**config.mk**
```make
export PLATFORM = sky130hd
export DESIGN_NAME = cluster_pwr_seq
export DESIGN_NICKNAME = d
export VERILOG_FILES = /design/src/rtl/cluster_pwr_seq.sv
export SDC_FILE = /design/constraint.sdc
export NUM_CORES = 1
export LEC_CHECK = 0
export CORE_AREA = 2 2 80 82
export CTS_CLUSTER_SIZE = 20
export DETAILED_ROUTE_END_ITERATION = 6
export DIE_AREA = 0 0 82 84
export PLACE_DENSITY = 0.53
export RECOVER_POWER = 100
export SYNTH_ARGS = -nofsm -noshare
export SYNTH_HDL_FRONTEND = slang
export SYNTH_SLANG_ARGS = --single-unit
```
**constraint.sdc**
```tcl
create_clock -name HCLK -period 2.96 [get_ports HCLK]
set_clock_uncertainty 0.1 [all_clocks]
set_input_delay 0.444 -clock HCLK [delete_from_list [all_inputs] [get_ports HCLK]]
set_output_delay 0.444 -clock HCLK [all_outputs]
set_load 0.02 [all_outputs]
```
**src/rtl/cluster_pwr_seq.sv**
```systemverilog
// cluster_pwr_seq: orders cluster power switch, clock gate, isolation, reset and fetch enable with ack handshake and timeout
module cluster_pwr_seq #(
  parameter int TIMEOUT_CYCLES = 1024,
  parameter int SYNC_STAGES    = 2
) (
  input  logic       HCLK,
  input  logic       HRESET,
  input  logic       pow_req_i,
  input  logic       byp_i,
  input  logic       rstn_req_i,
  input  logic       fetch_req_i,
  input  logic [7:0] dly_cfg_i,
  input  logic       pwr_ack_i,
  output logic       pwr_en_o,
  output logic       clk_en_o,
  output logic       iso_o,
  output logic       cluster_rstn_o,
  output logic       fetch_en_o,
  output logic       busy_o,
  output logic       err_o,
  output logic [3:0] state_o
);
  typedef enum logic [3:0] {
    OFF      = 4'd0,
    PWR_UP   = 4'd1,
    CLK_ON   = 4'd2,
    ISO_OFF  = 4'd3,
    RST_WAIT = 4'd4,
    RUN      = 4'd5,
    ISO_ON   = 4'd6,
    CLK_OFF  = 4'd7,
    PWR_DN   = 4'd8,
    ERR      = 4'd9
  } state_t;
  localparam logic [15:0] TMO_LAST = 16'(TIMEOUT_CYCLES - 1);
  state_t                 state, nxt;
  logic [15:0]            cnt, cnt_n;
  logic [SYNC_STAGES-1:0] sync;
  logic                   ack_s, tmo;
  assign ack_s   = sync[SYNC_STAGES-1];
  assign tmo     = cnt == TMO_LAST;
  assign state_o = state;
  // cnt serves both as the ack timeout and as the reset-release countdown
  always_comb begin
    nxt   = state;
    cnt_n = cnt;
    case (state)
      OFF: begin
        nxt   = pow_req_i ? PWR_UP : OFF;
        cnt_n = pow_req_i ? 16'd0 : cnt;
      end
      PWR_UP: begin
        nxt   = (ack_s || byp_i) ? CLK_ON : tmo ? ERR : PWR_UP;
        cnt_n = cnt + 16'd1;
      end
      CLK_ON:  nxt = ISO_OFF;
      ISO_OFF: begin
        nxt   = RST_WAIT;
        cnt_n = {8'd0, dly_cfg_i};
      end
      RST_WAIT: begin
        nxt   = (cnt == 16'd0) ? RUN : RST_WAIT;
        cnt_n = (cnt == 16'd0) ? cnt : cnt - 16'd1;
      end
      RUN:     nxt = pow_req_i ? RUN : ISO_ON;
      ISO_ON:  nxt = CLK_OFF;
      CLK_OFF: begin
        nxt   = PWR_DN;
        cnt_n = 16'd0;
      end
      PWR_DN: begin
        nxt   = (!ack_s || byp_i) ? OFF : tmo ? ERR : PWR_DN;
        cnt_n = cnt + 16'd1;
      end
      ERR:     nxt = pow_req_i ? ERR : OFF;
      default: nxt = OFF;
    endcase
  end
  // outputs decode the next state so they change on the same edge as the state register
  always_ff @(posedge HCLK or posedge HRESET) begin
    if (HRESET) begin
      state          <= OFF;
      cnt            <= '0;
      sync           <= '0;
      pwr_en_o       <= 1'b0;
      clk_en_o       <= 1'b0;
      iso_o          <= 1'b1;
      cluster_rstn_o <= 1'b0;
      fetch_en_o     <= 1'b0;
      busy_o         <= 1'b0;
      err_o          <= 1'b0;
    end else begin
      state          <= nxt;
      cnt            <= cnt_n;
      sync           <= {sync[SYNC_STAGES-2:0], pwr_ack_i};
      pwr_en_o       <= nxt inside {PWR_UP, CLK_ON, ISO_OFF, RST_WAIT, RUN, ISO_ON, CLK_OFF};
      clk_en_o       <= nxt inside {CLK_ON, ISO_OFF, RST_WAIT, RUN, ISO_ON};
      iso_o          <= !(nxt inside {ISO_OFF, RST_WAIT, RUN});
      cluster_rstn_o <= (nxt == RUN) && rstn_req_i;
      fetch_en_o     <= (nxt == RUN) && rstn_req_i && fetch_req_i;
      busy_o         <= !(nxt inside {OFF, RUN, ERR});
      err_o          <= nxt == ERR;
    end
  end
endmodule

```
==> impl_metrics.py, run 1 <==
metrics = {
    "yosys": {
        "post_synth.cell_area_avg_sq_um": 8.98,
        "postSynth.topFlopCell": "sky130_fd_sc_hd__dfrtp_1",
        "count_leader_synth": "sky130_fd_sc_hd__dfrtp_1",
        "ys_types": 59,
        "ys_async_sr_fraction_pct": 100,
        "synth_fp_nets": 265,
        "yosys_warnings": 0,
        "synth.cells.most_frequent": "sky130_fd_sc_hd__dfrtp_1 (28), sky130_fd_sc_hd__nand2_1 (22), sky130_fd_sc_hd__nor2_1 (15)",
        "synth-edff-count": 0,
        "ys_ff_latch": 29,
        "post-synth-top-area-fraction_pct": 33.2,
        "post_synth_instance_area_sq_um": 2110,
        "post_synth_main_area_contributors": "sky130_fd_sc_hd__dfrtp_1 (33%), sky130_fd_sc_hd__ha_1 (8.3%), sky130_fd_sc_hd__nand2_1 (3.9%)",
        "post_synth_inst_count": 235,
        "yosysSeqAreaShare_pct": 34.5,
        "synth_area_leader_cell": "sky130_fd_sc_hd__dfrtp_1",
    },
    "outcome": {
        "failed_checks": "setup timing",
        "outcome": "finished, violations left",
    },
    "floorplanning": {
        "start_util_pct": 34.6,
        "io_pins": 26,
        "die-width_microns": 82,
        "floorplan.core_area_sq_um": 6100,
        "dieArea_sq_um": 6890,
        "die_h_microns": 84,
        "std_cell_rows": 29,
    },
    "final_layout": {
        "final_cell_area_sq_um": 2750,
        "fillerInstances": 627,
        "drive_gt1_share_pct": 17.6,
        "final_instance_count_without_filler_cells": 356,
        "multi_input_area_sq_um": 1400,
        "area.sequential_sq_um": 728,
        "antenna_cells_inserted": 0,
        "syn_to_final_growth_pct": 30.2,
        "nNetsFinal": 309,
    },
    "worst_setup_path": {
        "critical_path.cell_chain": "xnor2_1, nor3_2, inv_2, buf_12, ha_4, a21oi_4, nor2b_4, a221o_1, o221a_1, or4_4, a32oi_1",
        "maximum_single_stage_delay_on_the_critical_path_ps": 420,
        "critical_path_required_ps": 3060,
        "maximum_fanout_count_along_the_critical_path": 6,
        "worst-endpoint-arrival_ps": 3080,
        "cp-start-kind": "flip-flop",
        "cell_type_of_the_slowest_stage_on_the_worst_timing_path": "sky130_fd_sc_hd__or4_4",
        "critPathKind": "reg -> reg",
        "critPathCaptureType": "flip-flop",
    },
    "grt": {
        "antenna_found_initial": 0,
        "number_of_global_route_vias_before_repair": 1863,
        "overflow": 0,
        "grt_usage_pct": 17.3,
        "largest_net_degree_at_the_start_of_global_routing": 19,
        "grt_first_pass_wirelength_microns": 9130,
    },
    "detailed_routing": {
        "final_wl_microns": 5530,
        "drt_iter0_markers": 62,
        "drc": 0,
        "drt-vias-per-instance": 5.49,
        "detail-route-antenna-nets": 0,
        "dr_total_vias": 1956,
        "drtPass1Iterations": 4,
        "route.detailed.wl_per_inst_microns": 15.5,
    },
    "placement": {
        "post_dp_cell_area_sq_um": 2580,
        "place.port_buffers": 25,
        "placed_cells_incl_taps": 346,
        "globalplace.congestion": 0.842,
        "post-dp-hpwl_microns": 4140,
    },
    "clock_tree": {
        "clk_latency_ps": 280,
        "cts_hold_repair.buffers": 0,
        "cts_buffers": 5,
        "cts_tree": "yes",
        "cts.htree.levels": 2,
        "clkSlewWorstSetupHoldPaths_ps": 70,
        "clkSinkCount": 29,
        "cts_max_path_buffers": 2,
        "root_buffer": "sky130_fd_sc_hd__clkbuf_8",
    },
    "sta": {
        "max_slew.worst_pin.slew_ps": 683,
        "clock.fmax_mhz": 336,
        "drv_slew": 0,
        "report.final.setup_viol": 1,
        "relative_slew_slack_pct": 54.4,
        "min_period_over_period_pct": 101,
        "finalHoldViolCount": 0,
        "layout_min_cycle_time_ps": 2980,
        "rsz0062_at_grt": "true",
        "final.setup.worst_slack_ps": -19.3,
    },
    "power_and_ir_drop": {
        "power_density_nw_per_um2": 1450,
        "power.static_leakage_nw": 1.21,
        "vdd_drop_max_v": 0.000623,
    },
    "run": {
        "drv_cap": 0,
    },
    "hold_path": {
        "hold_path_class": "reg -> reg",
    },
}
## cells in the final DEF (no fill, tap or decap), types with 3 or more instances in the layout
cell type / instances
sky130_fd_sc_hd__a22oi_1: 3
sky130_fd_sc_hd__nand3_1: 5
sky130_fd_sc_hd__ha_4: 3
sky130_fd_sc_hd__o21ai_1: 5
sky130_fd_sc_hd__nor4_1: 4
sky130_fd_sc_hd__inv_1: 10
sky130_fd_sc_hd__xor2_1: 6
sky130_fd_sc_hd__nand2b_1: 3
sky130_fd_sc_hd__dfrtp_1: 27
sky130_fd_sc_hd__a21oi_1: 8
sky130_fd_sc_hd__a21o_1: 9
sky130_fd_sc_hd__nand4_1: 4
sky130_fd_sc_hd__nor2_1: 15
sky130_fd_sc_hd__o21ai_0: 6
sky130_fd_sc_hd__clkbuf_8: 6
sky130_fd_sc_hd__dlygate4sd3_1: 14
sky130_fd_sc_hd__o21a_1: 8
sky130_fd_sc_hd__clkdlybuf4s50_1: 11
sky130_fd_sc_hd__a31oi_1: 3
sky130_fd_sc_hd__xnor2_1: 5
sky130_fd_sc_hd__ha_1: 9
sky130_fd_sc_hd__o31ai_1: 3
sky130_fd_sc_hd__nor3_1: 9
sky130_fd_sc_hd__a221o_1: 3
sky130_fd_sc_hd__buf_4: 14
sky130_fd_sc_hd__nor2b_1: 7
sky130_fd_sc_hd__nand2_1: 22
sky130_fd_sc_hd__clkbuf_1: 4
## worst max-delay path: cells and delay by family, from the launching register on
kind / cells / cell delay [ps]
xor gates and xnor gates: 1 / 130
DFF: 1 / 410
buffers and inverters: 2 / 290
and+or+nand+nor: 3 / 730
AOI/OAI and AO/OA: 4 / 1010
adders and majority gates: 1 / 230
## sequential cells by signal (all words and copies together) (netlist names)
name	count
iso_o	1
fetch_en_o	1
cluster_rstn_o	1
clk_en_o	1
state_o	4
sync	2
busy_o	1
err_o	1
cnt	16
pwr_en_o	1
## power breakdown
| part | total (W) | switching [W] | internal [W] |
|---|---|---|---|
| clock | 0.000335 | 0.000151 | 0.000184 |
| combinational | 0.00298 | 0.00160 | 0.00137 |
| sequential | 0.000665 | 0.000114 | 0.000551 |
| total | 0.00398 | 0.00187 | 0.00211 |
## worst paths after layout
check                                 from         end  slack [ps]  cells past startpoint
min in group asynchronous           HRESET  state_o[0]         600                      2
worst min register to register     sync[0]     sync[1]         250                      0
worst max register to register  state_o[0]     cnt[15]         -20                     11
max in group asynchronous           HRESET      cnt[7]        1390                      3
worst min-delay path               sync[0]     sync[1]         250                      0
worst max-delay path            state_o[0]     cnt[15]         -20                     11
## timing repair
action,4_1_cts,5_1_grt
gates resized for setup,0,11
pin swaps,2,3
buffers inserted,1,2
endpoints found under the setup margin,1,4
## through the flow
stage | util (%) | setup TNS [ps] | setup WS [ps] | hold WS (ps) | power (W)
after CTS | 44.1 | 0 | 0.537 | 255 | 0.00388
after global placement | 42.3 | 0 | 71.1 | 232 | 0.00349
after global routing | 45.1 | -471 | -151 | 269 | 0.00435
after floorplan | - | -206 | -206 | 231 | 0.00274
final | 45.1 | -19.3 | -19.3 | 251 | 0.00398
after detailed placement | 42.3 | -22.7 | -22.7 | 246 | 0.00348
## metal layers
layer  wire length, microns  global-route usage, %
met5                      0                      0
met4                    106                   5.45
met3                    209                   3.46
met2                   2680                   27.8
met1                   2530                   23.1
## cell families (layout without fill, tap and decap cells)
kind of cell	count (synthesis)	in the layout	synth area share [%]
simple gates	83	83	20.6
compound gates	78	78	27.6
flops	29	29	34.5
buf+inv	19	63	3.50
fa+ha+maj	15	15	9.25
xor+xnor	11	11	4.57
## layout make-up
class,instances,area share [%]
clock buffer,7,3.14
tap,77,3.51
timing repair buffer,45,14.4
inverter,11,1.50
sequential,29,26.5
multi-input combinational,187,50.9
Power figures use the tool's default switching activity.
==> run 2, diff against run 1 <==
Settings changed: SLEW_MARGIN from default to 20.
==> results of run 2 <==
No change in the layout: final DEF, timing and power equal those of run 1.
==> run 3, diff against run 2 <==
Settings changed: CAP_MARGIN from default to 15.
==> results of run 3 <==
No change in the layout: final DEF, timing and power equal those of run 1.
